--- src/rtl/mult_arb_pkg.sv ---
// Shared types and widths for the multiplier arbiter.
package mult_arb_pkg;

  localparam int unsigned DefNReq  = 4;
  localparam int unsigned OpWidth  = 8;
  localparam int unsigned ResWidth = 16;

  typedef enum logic [2:0] {
    StIdle,
    StGrant,
    StWaitBusy,
    StWaitDone,
    StResult
  } state_e;

endpackage

--- src/rtl/mult_arb_if.sv ---
// Client and multiplier signals of the arbiter, bundled for port connection.
interface mult_arb_if #(
  parameter int unsigned N_REQ = mult_arb_pkg::DefNReq
) ();
  import mult_arb_pkg::*;

  logic [N_REQ-1:0]         req_i;
  logic [OpWidth*N_REQ-1:0] a_i;
  logic [OpWidth*N_REQ-1:0] b_i;
  logic [N_REQ-1:0]         ack_o;
  logic [N_REQ-1:0]         done_o;
  logic [ResWidth-1:0]      y_o;
  logic                     err_o;
  logic                     busy_o;
  logic                     m_start_o;
  logic [OpWidth-1:0]       m_a_o;
  logic [OpWidth-1:0]       m_b_o;
  logic                     m_busy_i;
  logic [ResWidth-1:0]      m_y_i;

  // master: the arbiter itself; slave: the clients and the multiplier around it.
  modport master (
    input  req_i, a_i, b_i, m_busy_i, m_y_i,
    output ack_o, done_o, y_o, err_o, busy_o, m_start_o, m_a_o, m_b_o
  );

  modport slave (
    output req_i, a_i, b_i, m_busy_i, m_y_i,
    input  ack_o, done_o, y_o, err_o, busy_o, m_start_o, m_a_o, m_b_o
  );

endinterface

--- src/rtl/mult_arb_rr_pick.sv ---
// Combinational round-robin selector: first set request at or above ptr, wrapping.
module mult_arb_rr_pick #(
  parameter int unsigned N_REQ = 4
) (
  input  logic [N_REQ-1:0]         req,
  input  logic [$clog2(N_REQ)-1:0] ptr,
  output logic [N_REQ-1:0]         gnt,
  output logic [$clog2(N_REQ)-1:0] idx,
  output logic                     valid
);

  localparam int unsigned IdxW = $clog2(N_REQ);
  localparam int unsigned SumW = IdxW + 1;

  logic [SumW-1:0] pos;

  // Scan N_REQ positions starting at ptr; the first hit wins.
  always_comb begin
    gnt   = '0;
    idx   = '0;
    valid = 1'b0;
    pos   = '0;
    for (int unsigned i = 0; i < N_REQ; i++) begin
      pos = {1'b0, ptr} + SumW'(i);
      if (pos >= SumW'(N_REQ)) begin
        pos = pos - SumW'(N_REQ);
      end
      if (!valid && req[pos[IdxW-1:0]]) begin
        valid                = 1'b1;
        idx                  = pos[IdxW-1:0];
        gnt[pos[IdxW-1:0]]   = 1'b1;
      end
    end
  end

endmodule

--- src/rtl/mult_arb.sv ---
// Round-robin sharing of one sequential 8x8 multiplier between N_REQ clients.
module mult_arb
  import mult_arb_pkg::*;
#(
  parameter int unsigned N_REQ    = DefNReq,
  parameter int unsigned BUSY_TMO = 4
) (
  input logic        clk_i,
  input logic        rst_i,
  mult_arb_if.master bus
);

  localparam int unsigned IdxW = $clog2(N_REQ);
  localparam int unsigned CntW = (BUSY_TMO > 1) ? $clog2(BUSY_TMO) : 1;

  state_e              state_q, state_d;
  logic [IdxW-1:0]     ptr_q, ptr_d;
  logic [IdxW-1:0]     idx_q, idx_d;
  logic [OpWidth-1:0]  m_a_q, m_a_d;
  logic [OpWidth-1:0]  m_b_q, m_b_d;
  logic [N_REQ-1:0]    ack_q, ack_d;
  logic [N_REQ-1:0]    done_q, done_d;
  logic [ResWidth-1:0] y_q, y_d;
  logic                err_q, err_d;
  logic [CntW-1:0]     cnt_q, cnt_d;

  logic [N_REQ-1:0]    pick_gnt;
  logic [IdxW-1:0]     pick_idx;
  logic                pick_valid;
  logic [IdxW-1:0]     ptr_next;
  logic [OpWidth-1:0]  a_arr [N_REQ];
  logic [OpWidth-1:0]  b_arr [N_REQ];

  for (genvar k = 0; k < N_REQ; k++) begin : g_unpack
    assign a_arr[k] = bus.a_i[OpWidth*k +: OpWidth];
    assign b_arr[k] = bus.b_i[OpWidth*k +: OpWidth];
  end

  mult_arb_rr_pick #(
    .N_REQ(N_REQ)
  ) u_pick (
    .req  (bus.req_i),
    .ptr  (ptr_q),
    .gnt  (pick_gnt),
    .idx  (pick_idx),
    .valid(pick_valid)
  );

  // Pointer moves just past the requester that was served.
  assign ptr_next = (idx_q == IdxW'(N_REQ - 1)) ? '0 : idx_q + IdxW'(1);

  // Next-state logic for the job sequencer.
  always_comb begin
    state_d = state_q;
    ptr_d   = ptr_q;
    idx_d   = idx_q;
    m_a_d   = m_a_q;
    m_b_d   = m_b_q;
    ack_d   = '0;
    done_d  = '0;
    y_d     = y_q;
    err_d   = err_q;
    cnt_d   = cnt_q;
    unique case (state_q)
      StIdle: begin
        if (pick_valid) begin
          idx_d   = pick_idx;
          m_a_d   = a_arr[pick_idx];
          m_b_d   = b_arr[pick_idx];
          ack_d   = pick_gnt;
          state_d = StGrant;
        end
      end
      StGrant: begin
        cnt_d   = '0;
        state_d = StWaitBusy;
      end
      StWaitBusy: begin
        if (bus.m_busy_i) begin
          state_d = StWaitDone;
        end else if (cnt_q == CntW'(BUSY_TMO - 1)) begin
          // Multiplier never started: complete the job with a zero result.
          err_d          = 1'b1;
          y_d            = '0;
          done_d[idx_q]  = 1'b1;
          ptr_d          = ptr_next;
          state_d        = StIdle;
        end else begin
          cnt_d = cnt_q + CntW'(1);
        end
      end
      StWaitDone: begin
        if (!bus.m_busy_i) begin
          y_d           = bus.m_y_i;
          done_d[idx_q] = 1'b1;
          state_d       = StResult;
        end
      end
      StResult: begin
        ptr_d   = ptr_next;
        state_d = StIdle;
      end
      default: state_d = StIdle;
    endcase
  end

  // State and output registers; reset abandons any job in flight.
  always_ff @(posedge clk_i or negedge rst_i) begin
    if (!rst_i) begin
      state_q <= StIdle;
      ptr_q   <= '0;
      idx_q   <= '0;
      m_a_q   <= '0;
      m_b_q   <= '0;
      ack_q   <= '0;
      done_q  <= '0;
      y_q     <= '0;
      err_q   <= 1'b0;
      cnt_q   <= '0;
    end else begin
      state_q <= state_d;
      ptr_q   <= ptr_d;
      idx_q   <= idx_d;
      m_a_q   <= m_a_d;
      m_b_q   <= m_b_d;
      ack_q   <= ack_d;
      done_q  <= done_d;
      y_q     <= y_d;
      err_q   <= err_d;
      cnt_q   <= cnt_d;
    end
  end

  assign bus.ack_o     = ack_q;
  assign bus.done_o    = done_q;
  assign bus.y_o       = y_q;
  assign bus.err_o     = err_q;
  assign bus.busy_o    = (state_q != StIdle);
  assign bus.m_start_o = (state_q == StGrant);
  assign bus.m_a_o     = m_a_q;
  assign bus.m_b_o     = m_b_q;

endmodule

--- src/flat_wrapper.sv ---
// flat-port wrapper written by rule: the top's interface ports become plain ports
module mult_arb_flat import mult_arb_pkg::*;
#(
  parameter int unsigned N_REQ    = DefNReq,
  parameter int unsigned BUSY_TMO = 4
)
  (clk_i, rst_i, bus_req_i, bus_a_i, bus_b_i, bus_m_busy_i, bus_m_y_i, bus_ack_o, bus_done_o, bus_y_o, bus_err_o, bus_busy_o, bus_m_start_o, bus_m_a_o, bus_m_b_o);
  mult_arb_if #(.N_REQ(N_REQ)) bus_i ();
  input logic clk_i;
  input logic rst_i;
  input wire logic [$bits(bus_i.req_i)-1:0] bus_req_i;
  input wire logic [$bits(bus_i.a_i)-1:0] bus_a_i;
  input wire logic [$bits(bus_i.b_i)-1:0] bus_b_i;
  input wire logic [$bits(bus_i.m_busy_i)-1:0] bus_m_busy_i;
  input wire logic [$bits(bus_i.m_y_i)-1:0] bus_m_y_i;
  output wire logic [$bits(bus_i.ack_o)-1:0] bus_ack_o;
  output wire logic [$bits(bus_i.done_o)-1:0] bus_done_o;
  output wire logic [$bits(bus_i.y_o)-1:0] bus_y_o;
  output wire logic [$bits(bus_i.err_o)-1:0] bus_err_o;
  output wire logic [$bits(bus_i.busy_o)-1:0] bus_busy_o;
  output wire logic [$bits(bus_i.m_start_o)-1:0] bus_m_start_o;
  output wire logic [$bits(bus_i.m_a_o)-1:0] bus_m_a_o;
  output wire logic [$bits(bus_i.m_b_o)-1:0] bus_m_b_o;
  assign bus_i.req_i = bus_req_i;
  assign bus_i.a_i = bus_a_i;
  assign bus_i.b_i = bus_b_i;
  assign bus_i.m_busy_i = bus_m_busy_i;
  assign bus_i.m_y_i = bus_m_y_i;
  assign bus_ack_o = bus_i.ack_o;
  assign bus_done_o = bus_i.done_o;
  assign bus_y_o = bus_i.y_o;
  assign bus_err_o = bus_i.err_o;
  assign bus_busy_o = bus_i.busy_o;
  assign bus_m_start_o = bus_i.m_start_o;
  assign bus_m_a_o = bus_i.m_a_o;
  assign bus_m_b_o = bus_i.m_b_o;
  mult_arb #(.N_REQ(N_REQ), .BUSY_TMO(BUSY_TMO)) u_core (.clk_i(clk_i), .rst_i(rst_i), .bus(bus_i));
endmodule
--- config.mk ---
export PLATFORM = sky130hd
export DESIGN_NAME = mult_arb_flat
export DESIGN_NICKNAME = d
export VERILOG_FILES = /design/src/rtl/mult_arb_pkg.sv /design/src/rtl/mult_arb_if.sv /design/src/rtl/mult_arb_rr_pick.sv /design/src/rtl/mult_arb.sv /design/src/flat_wrapper.sv
export SDC_FILE = /design/constraint.sdc
export NUM_CORES = 1
export LEC_CHECK = 0
export BUFFER_PORTS_ARGS = -buffer_cell sky130_fd_sc_hd__buf_2
export CAP_MARGIN = 20
export CORE_MARGIN = 10
export CORE_UTILIZATION = 43
export DETAILED_ROUTE_END_ITERATION = 8
export GPL_ROUTABILITY_DRIVEN = 0
export PLACE_DENSITY = 0.76
export SLEW_MARGIN = 15
export SYNTH_ARGS = -nofsm -noshare
export SYNTH_HDL_FRONTEND = slang
export SYNTH_HIERARCHICAL = 1
export SYNTH_SLANG_ARGS = --single-unit
--- constraint.sdc ---
create_clock -name clk_i -period 3.05 [get_ports clk_i]
set_input_delay 0.1525 -clock clk_i [delete_from_list [all_inputs] [get_ports clk_i]]
set_output_delay 0.1525 -clock clk_i [all_outputs]
set_load 0.1 [all_outputs]
==> results.cfg <==
[outcome]
status = finished, final reports clean

[clocking]
htreeDepth = 2
cts_sinks = 50
cts_root_buf = clkbuf_8
cts.clk_slew.worst_paths_ns = 0.10
clock_latency_ns = 0.30
cts_tree = built
cts.path.max_buffers = 2
cts_buffers = 5

[finish]
fin_nets = 440
fillers = 544
design_area_um2 = 3720
drive_gt1_frac = 0.552
final_core_util = 0.582
antenna_cells = 0
area_delta_synth_final_pct = 31.1

[timing]
tightest_slew_ns = 0.630
fin_crit_sh = 0.950
relSlewSlack = 0.580
rsz0062_at_grt = false
fmax_mhz = 345
finalMaxSlewViolations = 0
setup_viol = 0
finalWorstPathRequiredPeriod_ns = 2.90
setup_ws_ns = 0.152
fin_skew_ns = 0.00937
finalHoldViolCount = 0

[logic_synthesis]
synth_edf_count = 0
ys_warn_count = 6
synth_top_family_by_area = multiplexers
synth-compound-area-share = 0.110
synth-adder-area-share = 0.0441
synth-main-ff-cell = dfrtp_1
syn-num-nets = 305
async_reset_ff_frac = 1.00
synthXorXnorAreaFrac = 0.00309
synth_seq_cells = 50
netlist_instances = 208
synthSimpleGateAreaFrac = 0.0856
ys_seq_area_frac = 0.441
synth.distinct_cells = 36
synth_area_um2 = 2840
avgSynthCellArea_um2 = 13.6
synth.area.mux_share = 0.258

[routing]
postRouteWirelength_um = 7680
wire_per_inst_um = 18.2
avgViaCountPerCell = 5.38
vias = 2267
drtIter0Drc = 77
drc = 0
drtPass1Iterations = 4
ant_nets = 0

[global_route]
antenna_found_initial = 0
grt_max_degree = 51
grt_first_pass_wirelength_um = 12000
grt_pass1_vias = 2513
overflow = 0
gr-usage-all-layers = 0.144

[critical_path]
path_max_fanout = 13
crit_required_ns = 3.24
start_kind = register
reg2reg_slack_ns = 0.15
rr_startpoint = u_core/ptr_q[0]$_DFFE_PN0P_
reg2reg_depth = 8
end_kind = register
r2r_end = u_core/bus.m_b_o[7]$_DFFE_PN0P_
arrival_ns = 3.09
critPathKind = reg -> reg

[min_path]
holdPathEnd = u_core/bus.y_o[7]$_DFFE_PN0P_
hold_class = in -> reg
hp-start = bus_m_y_i[7]
holdPathStages = 2

[floorplan]
rows = 29
die_x_um = 101
die_area_um2 = 10200
fp.coreArea_um2 = 6390
start_util = 0.444
die_h_um = 101
ioPinCount = 130

[placement]
pre_cts_ws_ns = -0.0356
hpwlAfterDp_um = 5900
port_buffers = 129
dpl_cell_area_um2 = 3530

[run]
drv_cap = 0
## routing by layer
layer  vias up  wire [µm]  track usage
li1       1064          -            -
met1      1088       3060        0.161
met2       109       3700        0.240
met3         6        843       0.0647
met4         0         77       0.0439
met5         -          0            0
## cell usage after synthesis (all sizes together), types with 2 or more instances
cell type	n	share of area
a22o	16	0.049
o22ai	2	0.0044
nand2	5	0.0066
o21ai	8	0.014
nand2b	3	0.0066
buf	13	0.041
mux2	19	0.077
ha	10	0.044
mux4	20	0.17
clkbuf	3	0.0040
and2	5	0.011
a21oi	2	0.0035
dfrtp	50	0.44
nor3b	2	0.0071
nor2	13	0.017
mux2i	3	0.011
inv	10	0.013
nor4b	3	0.022
a22oi	8	0.021
nor3	2	0.0035
## layout by cell type, fill, tap and decap left out, types with 7 or more instances in the layout
cell type	count
buf_2	128
dfrtp_1	49
mux2_2	18
a22o_1	16
buf_4	13
nor2_1	13
mux4_2	11
inv_1	10
mux4_1	9
ha_1	9
a22oi_1	8
o21ai_0	7
## worst max path at each step
stage                                       to  cells after the start                        start
2_1_floorplan  u_core/bus.m_a_o[6]$_DFFE_PN0P_                     12  u_core/ptr_q[0]$_DFFE_PN0P_
3_3_place_gp   u_core/bus.m_b_o[0]$_DFFE_PN0P_                      9  u_core/ptr_q[1]$_DFFE_PN0P_
3_5_place_dp   u_core/bus.m_b_o[4]$_DFFE_PN0P_                      9  u_core/ptr_q[1]$_DFFE_PN0P_
4_1_cts        u_core/bus.m_b_o[4]$_DFFE_PN0P_                      9  u_core/ptr_q[1]$_DFFE_PN0P_
5_1_grt        u_core/bus.m_b_o[7]$_DFFE_PN0P_                      8  u_core/ptr_q[0]$_DFFE_PN0P_
6_report       u_core/bus.m_b_o[7]$_DFFE_PN0P_                      8  u_core/ptr_q[0]$_DFFE_PN0P_
## flip-flops by register name, summed over array words and instances (netlist names)
name / count
u_core/ptr_q: 2
u_core/idx_q: 2
u_core/bus.ack_o: 4
u_core/state_q: 3
u_core/bus.m_a_o: 8
u_core/bus.err_o: 1
u_core/bus.done_o: 4
u_core/cnt_q: 2
u_core/bus.y_o: 16
u_core/bus.m_b_o: 8
## cell families after synthesis
family	Yosys count
XOR/XNOR	1
AND/OR/NAND/NOR	37
adder cells (fa/ha/maj)	10
buffers and inverters	26
multiplexers	42
flip-flops	50
AO/OA/AOI/OAI	42
## critical path: stages (launching register included)
cell     delay [ns]
dfrtp_1        0.36
buf_4          0.23
mux4_2         0.66
nor4b_4        0.43
nor2_1         0.10
a32o_1         0.24
buf_4          0.18
mux4_2         0.30
mux2_2         0.29
## what timing repair did
action	CTS	global route
cloned	0	1
gates resized for setup	0	3
setup buffers	2	4
pin swaps	0	0
hold endpoints to repair	0	50
hold buffers	0	1
setup endpoints to repair	7	16
## layout make-up
type	count	area (µm²)	share of cell area
timing repair buffer	144	793	0.213
clock inverter	2	13.8	0.00370
inverter	10	37.5	0.0101
sequential	50	1250	0.337
multi-input combinational	132	1450	0.391
tap	77	96.3	0.0259
clock buffer	6	72.6	0.0195
## through the flow
step | setup TNS [ns] | instances | hold slack, ns
after floorplan | 0 | 208 | -0.143
after global placement | 0 | 405 | 0.371
after detailed placement | -0.137 | 405 | 0.371
after CTS | 0 | 415 | 0.0528
after global routing | 0 | 421 | 0.0607
final | 0 | 421 | 0.0662
Power is left out: the tool's default activity adds up to more than one toggle a clock period on the data nets, which glitch-free logic cannot reach.
